File: config.mk
export PLATFORM = sky130hd
export DESIGN_NAME = fetch_stage
export DESIGN_NICKNAME = d
export VERILOG_FILES = /design/src/rtl/fetch_stage.sv
export SDC_FILE = /design/constraint.sdc
export NUM_CORES = 1
export LEC_CHECK = 0
export ABC_CLOCK_PERIOD_IN_PS = 2550
export BUFFER_PORTS_ARGS = -buffer_cell sky130_fd_sc_hd__buf_4
export CAP_MARGIN = 15
export CORE_MARGIN = 8
export CORE_UTILIZATION = 44
export CTS_CLUSTER_SIZE = 16
export DETAILED_ROUTE_END_ITERATION = 12
export MAX_ROUTING_LAYER = met4
export PLACE_DENSITY = 0.78
export SLEW_MARGIN = 5
export SYNTH_ARGS = -nofsm -noshare
export SYNTH_HDL_FRONTEND = slang
export SYNTH_SLANG_ARGS = --single-unit
File: constraint.sdc
create_clock -name clk -period 2.55 [get_ports clk]
set_clock_uncertainty 0.1 [all_clocks]
set_input_delay 0.765 -clock clk [delete_from_list [all_inputs] [get_ports clk]]
set_output_delay 0.765 -clock clk [all_outputs]
set_load 0.02 [all_outputs]
File: src/rtl/fetch_stage.sv
// Instruction fetch stage: owns the PC, assembles 32-bit instructions from two
// halfword reads (high half first) and hands them to decode over valid/ready.
module fetch_stage #(
  parameter int                 ADDR_W   = 16,
  parameter logic [ADDR_W-1:0]  RESET_PC = '0
) (
  input  logic              clk,
  input  logic              reset,
  output logic [ADDR_W-1:0] imem_addr,
  output logic              imem_rd_en,
  input  logic [15:0]       imem_rdata,
  output logic [31:0]       instr,
  output logic [ADDR_W-1:0] instr_pc,
  output logic              instr_valid,
  input  logic              instr_ready,
  input  logic              redirect,
  input  logic [ADDR_W-1:0] redirect_pc
);

  localparam logic [1:0] S_HI   = 2'd0;
  localparam logic [1:0] S_LO   = 2'd1;
  localparam logic [1:0] S_WAIT = 2'd2;
  localparam logic [1:0] S_HOLD = 2'd3;

  localparam logic [ADDR_W-1:0] PC_ONE = ADDR_W'(1);
  localparam logic [ADDR_W-1:0] PC_TWO = ADDR_W'(2);
  localparam logic [31:0]       NOP    = 32'h2800_0000;

  logic [1:0]        state;
  logic [ADDR_W-1:0] pc;
  logic [15:0]       hi_buf;
  logic              take;

  assign take = instr_valid && instr_ready;

  // pc is always even, so the low-half address is just pc with bit 0 set.
  always_comb begin
    imem_addr  = (state == S_LO) ? (pc | PC_ONE) : pc;
    imem_rd_en = 1'b0;
    case (state)
      S_HI:    imem_rd_en = 1'b1;
      S_LO:    imem_rd_en = 1'b1;
      S_HOLD:  imem_rd_en = take;
      default: imem_rd_en = 1'b0;
    endcase
    if (reset || redirect)
      imem_rd_en = 1'b0;
  end

  always_ff @(posedge clk) begin
    if (reset) begin
      state       <= S_HI;
      pc          <= RESET_PC;
      hi_buf      <= 16'h0000;
      instr       <= NOP;
      instr_pc    <= '0;
      instr_valid <= 1'b0;
    end else if (redirect) begin
      // Restarting in S_HI means the halfword returning next cycle is ignored.
      pc          <= redirect_pc & ~PC_ONE;
      instr_valid <= 1'b0;
      state       <= S_HI;
    end else begin
      case (state)
        S_HI: state <= S_LO;
        S_LO: begin
          hi_buf <= imem_rdata;
          state  <= S_WAIT;
        end
        S_WAIT: begin
          instr       <= {hi_buf, imem_rdata};
          instr_pc    <= pc;
          instr_valid <= 1'b1;
          pc          <= pc + PC_TWO;
          state       <= S_HOLD;
        end
        S_HOLD: begin
          // The next high-half read was issued this cycle, so skip S_HI.
          if (instr_ready) begin
            instr_valid <= 1'b0;
            state       <= S_LO;
          end
        end
        default: state <= S_HI;
      endcase
    end
  end

endmodule
After elaboration in Yosys (flattened, before gate mapping)
Cells that the tools add are included.

RAM bits: 0. Word-level logic and storage cells: 32. Memories: 0. Flip-flop bits (word level): 83. Bits of input ports: 36. Bits in latches: 0. Output and inout port bits: 66. Memory bits (read-only): 0.

Equal/unequal tests: 4. $mul: 0. Bitwise operators: 1. Reduce and logical (&&, ||, !) cells: 10. $add $sub $neg: 1. Shift operators: 0. Multiplexer cells: 9. Divide/modulo/power cells: 0. Magnitude comparators: 0.

Operators with widths (count): $mux 16 (2); $add 16x2->16 const B (1); $pmux 2 s4 (1); $reduce_and 2->1 (3); $eq 2x2->1 const B (2); $pmux 1 s2 (2); $reduce_bool 2->1 (2); $reduce_or 2->1 (2); $mux 1 (3); $eq 2x1->1 const B (1); $logic_not 2->1 (1); $mux 2 (1); $ne 2x2->1 const B (1); $logic_and 1x1->1 (1); $logic_or 1x1->1 (1); $not 1->1 (1).

Logic depth before layout (Yosys ltp)
Word-level depth: 4. Mapped depth: 8. Depth with buffers taken out: 5.

Worst setup path after synthesis
No wires, ideal clock.

Kind: in2out. From: in reset. To: out imem_rd_en. Stages: 3. Data arrival time: 1.859 ns. Data required time: 1.685 ns. Buffers on the path: 2. Slack: -0.174 ns. Cell sequence: clkbuf_1 > clkbuf_1 > nor4_1.

Longest elaborated chain between the ends: 2.

RTL lines: start, declared (line 8) `input logic reset,`; $logic_or 1x1->1 (line 46) `if (reset || redirect)`; $mux 1 (line 46); end, declared (line 10) `output logic imem_rd_en,`.

Every way passes these cells.

Worst setup path after layout
From: reg state[1]. To: out imem_rd_en.

Longest elaborated chain between the ends: 4. Elaborated cells between the ends (all ways): 6. Classes of those cells: eq/ne (2); mux (2); reduce/logical (2).

RTL lines: start, declared (line 29) `logic [1:0] state;`; start signal, assigned (line 52) `state <= S_HI;`; start signal, assigned (line 62) `state <= S_HI;`; start signal, assigned (line 65) `S_HI: state <= S_LO;`; $eq 2x1->1 / $logic_not 2->1 (equally long branches) (line 40) `case (state)`; $reduce_or 2->1 (no line); $pmux 1 s2 (*) (line 40); $mux 1 (*) (line 46).

Every way passes the cells marked *; elsewhere a longest branch is shown, timed or not.

==> insert_results.sql <==
INSERT INTO impl_metrics (metric_group, metric, value, unit) VALUES
('outcome', 'outcome', 'completed', ''),
('critical_path', 'criticalPathCategory', 'flop to output port', ''),
('global_route', 'initial_antenna_violation_count', '0', ''),
('final_layout', 'antenna_cells_inserted', '0', ''),
('global_route', 'grt_pass1_vias', '2899', ''),
('synthesis', 'post_synth_fa_ha_maj_area_fraction', '2.31', '%'),
('power', 'cell_pwr_density', '562', 'nW/um^2'),
('floorplanning', 'fp.dieW', '102', 'microns'),
('timing', 'relSlewSlack', '44.9', '%'),
('floorplanning', 'core_area', '7210', 'sq um'),
('timing', 'fin_worst_hold_slack', '0.355', 'ns'),
('final_layout', 'layout_common_cells', '136 x sky130_fd_sc_hd__nand2_1, 107 x sky130_fd_sc_hd__buf_4, 80 x sky130_fd_sc_hd__dfxtp_1', ''),
('global_route', 'grt_usage', '17.5', '%'),
('timing', 'layout_setup_ws', '0.0876', 'ns'),
('cts', 'post_cts_buffers', '0', ''),
('floorplanning', 'die_height', '102', 'microns'),
('placement', 'io_buffer_count', '99', ''),
('timing', 'grt_setup_unrepaired', 'no', ''),
('synthesis', 'mappedNetlistArea', '3250', 'sq um'),
('floorplanning', 'fp.dieArea', '10400', 'sq um'),
('critical_path', 'data_required_time_of_the_worst_path', '1.69', 'ns'),
('placement', 'post-place-ws', '0.235', 'ns'),
('routing', 'route.vias.total', '3085', ''),
('critical_path', 'crit_path_cell_trace', 'inv_1 -> ha_1 -> a311oi_2 -> nor4_2 -> buf_4', ''),
('placement', 'dp.cells', '583', ''),
('cts', 'clkTransAtPathRegs', '0.08', 'ns'),
('timing', 'timing.final.crit_period', '2.46', 'ns'),
('cts', 'clock_path_buffers', '2', ''),
('power', 'power', '2.39', 'mW'),
('synthesis', 'complex_gate_fraction_of_the_synthesized_area', '16.1', '%'),
('synthesis', 'synth_area_leader_cell', 'sky130_fd_sc_hd__dfxtp_1', ''),
('synthesis', 'synth_top_family_by_area', 'simple AND/OR/NAND/NOR gates', ''),
('hold_path', 'holdCritPathClass', 'flop to flop', ''),
('routing', 'met1_length', '4030', 'microns'),
('timing', 'tightestPinTransition', '0.826', 'ns'),
('global_route', 'pin_count_of_the_biggest_net_entering_global_routing', '82', ''),
('floorplanning', 'initial_core_util', '45.1', '%'),
('cts', 'clock_latency_late_sink', '0.34', 'ns'),
('synthesis', 'yosys.area_share.xor_xnor', '1.08', '%'),
('routing', 'wl_met2', '4240', 'microns'),
('critical_path', 'cp_max_fo', '4', ''),
('global_route', 'global_route.overflow_total', '0', ''),
('timing', 'layout_worst_path_cycle_share', '96.6', '%'),
('flow_run', 'drv.max_cap_violation_count', '0', ''),
('timing', 'finalSetupTns', '0', 'ns'),
('floorplanning', 'io-pin-count', '102', ''),
('synthesis', 'synth.yosys.warnings', '0', ''),
('routing', 'post_dr_wirelength_cell', '15.2', 'microns'),
('global_route', 'grt_pass1_wl', '14100', 'microns'),
('hold_path', 'number_of_cells_on_the_worst_hold_path', '2', ''),
('synthesis', 'synth_largest_type_area_fraction', '49.8', '%'),
('timing', 'final_hold_viol_count', '0', ''),
('placement', 'place_hpwl', '6360', 'microns'),
('synthesis', 'netlist-cell-type-count', '35', ''),
('hold_path', 'worst_hold_path.endpoint', 'instr[18]', ''),
('synthesis', 'postSynthCellCount', '408', ''),
('synthesis', 'synth_simple_gate_area_share', '25.3', '%'),
('routing', 'drc', '0', ''),
('critical_path', 'element_type_at_the_critical_path_end', 'output port', ''),
('power', 'static_leakage', '1.66', 'nW'),
('synthesis', 'synth.net_count', '450', ''),
('critical_path', 'startpoint_type', 'flop', ''),
('cts', 'cts_made_buffers', '9', ''),
('floorplanning', 'num_rows', '31', ''),
('routing', 'routed.top_layer', 'met4', ''),
('critical_path', 'reg2reg_slack', '0.38', 'ns'),
('synthesis', 'seq_area_frac_synth', '49.8', '%'),
('timing', 'final_setup_violation_count', '0', ''),
('critical_path', 'slowest_stage', 'sky130_fd_sc_hd__dfxtp_1', ''),
('routing', 'met3RoutedLength', '652', 'microns'),
('synthesis', 'muxShareOfSynthArea', '0.654', '%');
==> flip-flops by register name, indices dropped and copies added, names as in the netlist <==
register,count
hi_buf,16
instr_pc,15
instr_valid,1
pc,15
instr,32
state,2
==> final cells by class <==
cell class	instances	area, sq um
repair buffers	108	823
inverters	3	11.3
well taps	99	124
fillers	687	2970
clock inverters	5	31.3
flip-flops and latches	81	1620
multi-input cells	292	1500
clock buffers	10	128
==> worst max-delay path, delay by kind of cell, from the launching register on <==
kind            cells  cell delay (ns)
buf+inv             2             0.26
simple gates        1             0.07
flops               1             0.39
compound gates      1             0.28
fa+ha+maj           1             0.25
==> per-layer routing <==
metal  GRT usage (%)  vias to the layer above
met5               -                        -
met4            7.90                        0
met3            4.97                       13
met2            26.8                       88
met1            20.9                     1437
li1                -                     1547
==> cells by family after synthesis <==
kind of cell               after synthesis
buffers and inverters                   35
adders and majority gates                6
DFF                                     81
and+or+nand+nor                        191
muxes                                    2
other                                    1
AOI/OAI and AO/OA                       88
xor gates and xnor gates                 4
==> what timing repair did <==
item	CTS	global route
resized for setup	0	2
setup endpoints to repair	0	1
hold buffers	0	0
==> cells in the mapped netlist (all sizes together) <==
cell,n
a2111oi,4
a211oi,3
a21oi,64
a311oi,6
a31oi,1
buf,14
clkbuf,18
conb,1
dfxtp,81
ha,6
inv,3
mux2,1
mux2i,1
nand2,136
nand2b,4
nand3,5
nand3b,2
nand4,7
nor2,17
nor2b,6
nor3,2
nor4,6
o211ai,1
o21ai,2
o31a,1
o31ai,3
o41a,3
or3,2
or4,4
xor2,4
==> where the power goes <==
part           switching, mW  leakage, nW  internal (mW)  total [mW]
sequential            0.0418        0.658           1.30        1.34
combinational          0.133        0.918          0.108       0.241
clock                  0.460       0.0823          0.347       0.807
==> stage by stage <==
stage / instance area (sq um) / util, %
after floorplan: 3260 / -
after CTS: 4240 / 58.7
after global routing: 4240 / 58.8
final: 4240 / 58.8
after detailed placement: 4080 / 56.5
after global placement: 4080 / 56.5
==> worst max-delay path by stage <==
| stage | start | to | slack, ns | cells after the start |
|---|---|---|---|---|
| floorplan | reset | imem_rd_en | 0.04 | 3 |
| global placement | instr_ready | imem_rd_en | 0.24 | 4 |
| detailed placement | instr_ready | imem_rd_en | 0.24 | 4 |
| CTS | state[1] | imem_rd_en | 0.02 | 5 |
| global route | state[1] | imem_rd_en | 0.008 | 5 |
| finish | state[1] | imem_rd_en | 0.09 | 5 |
Power figures use the tool's default switching activity.
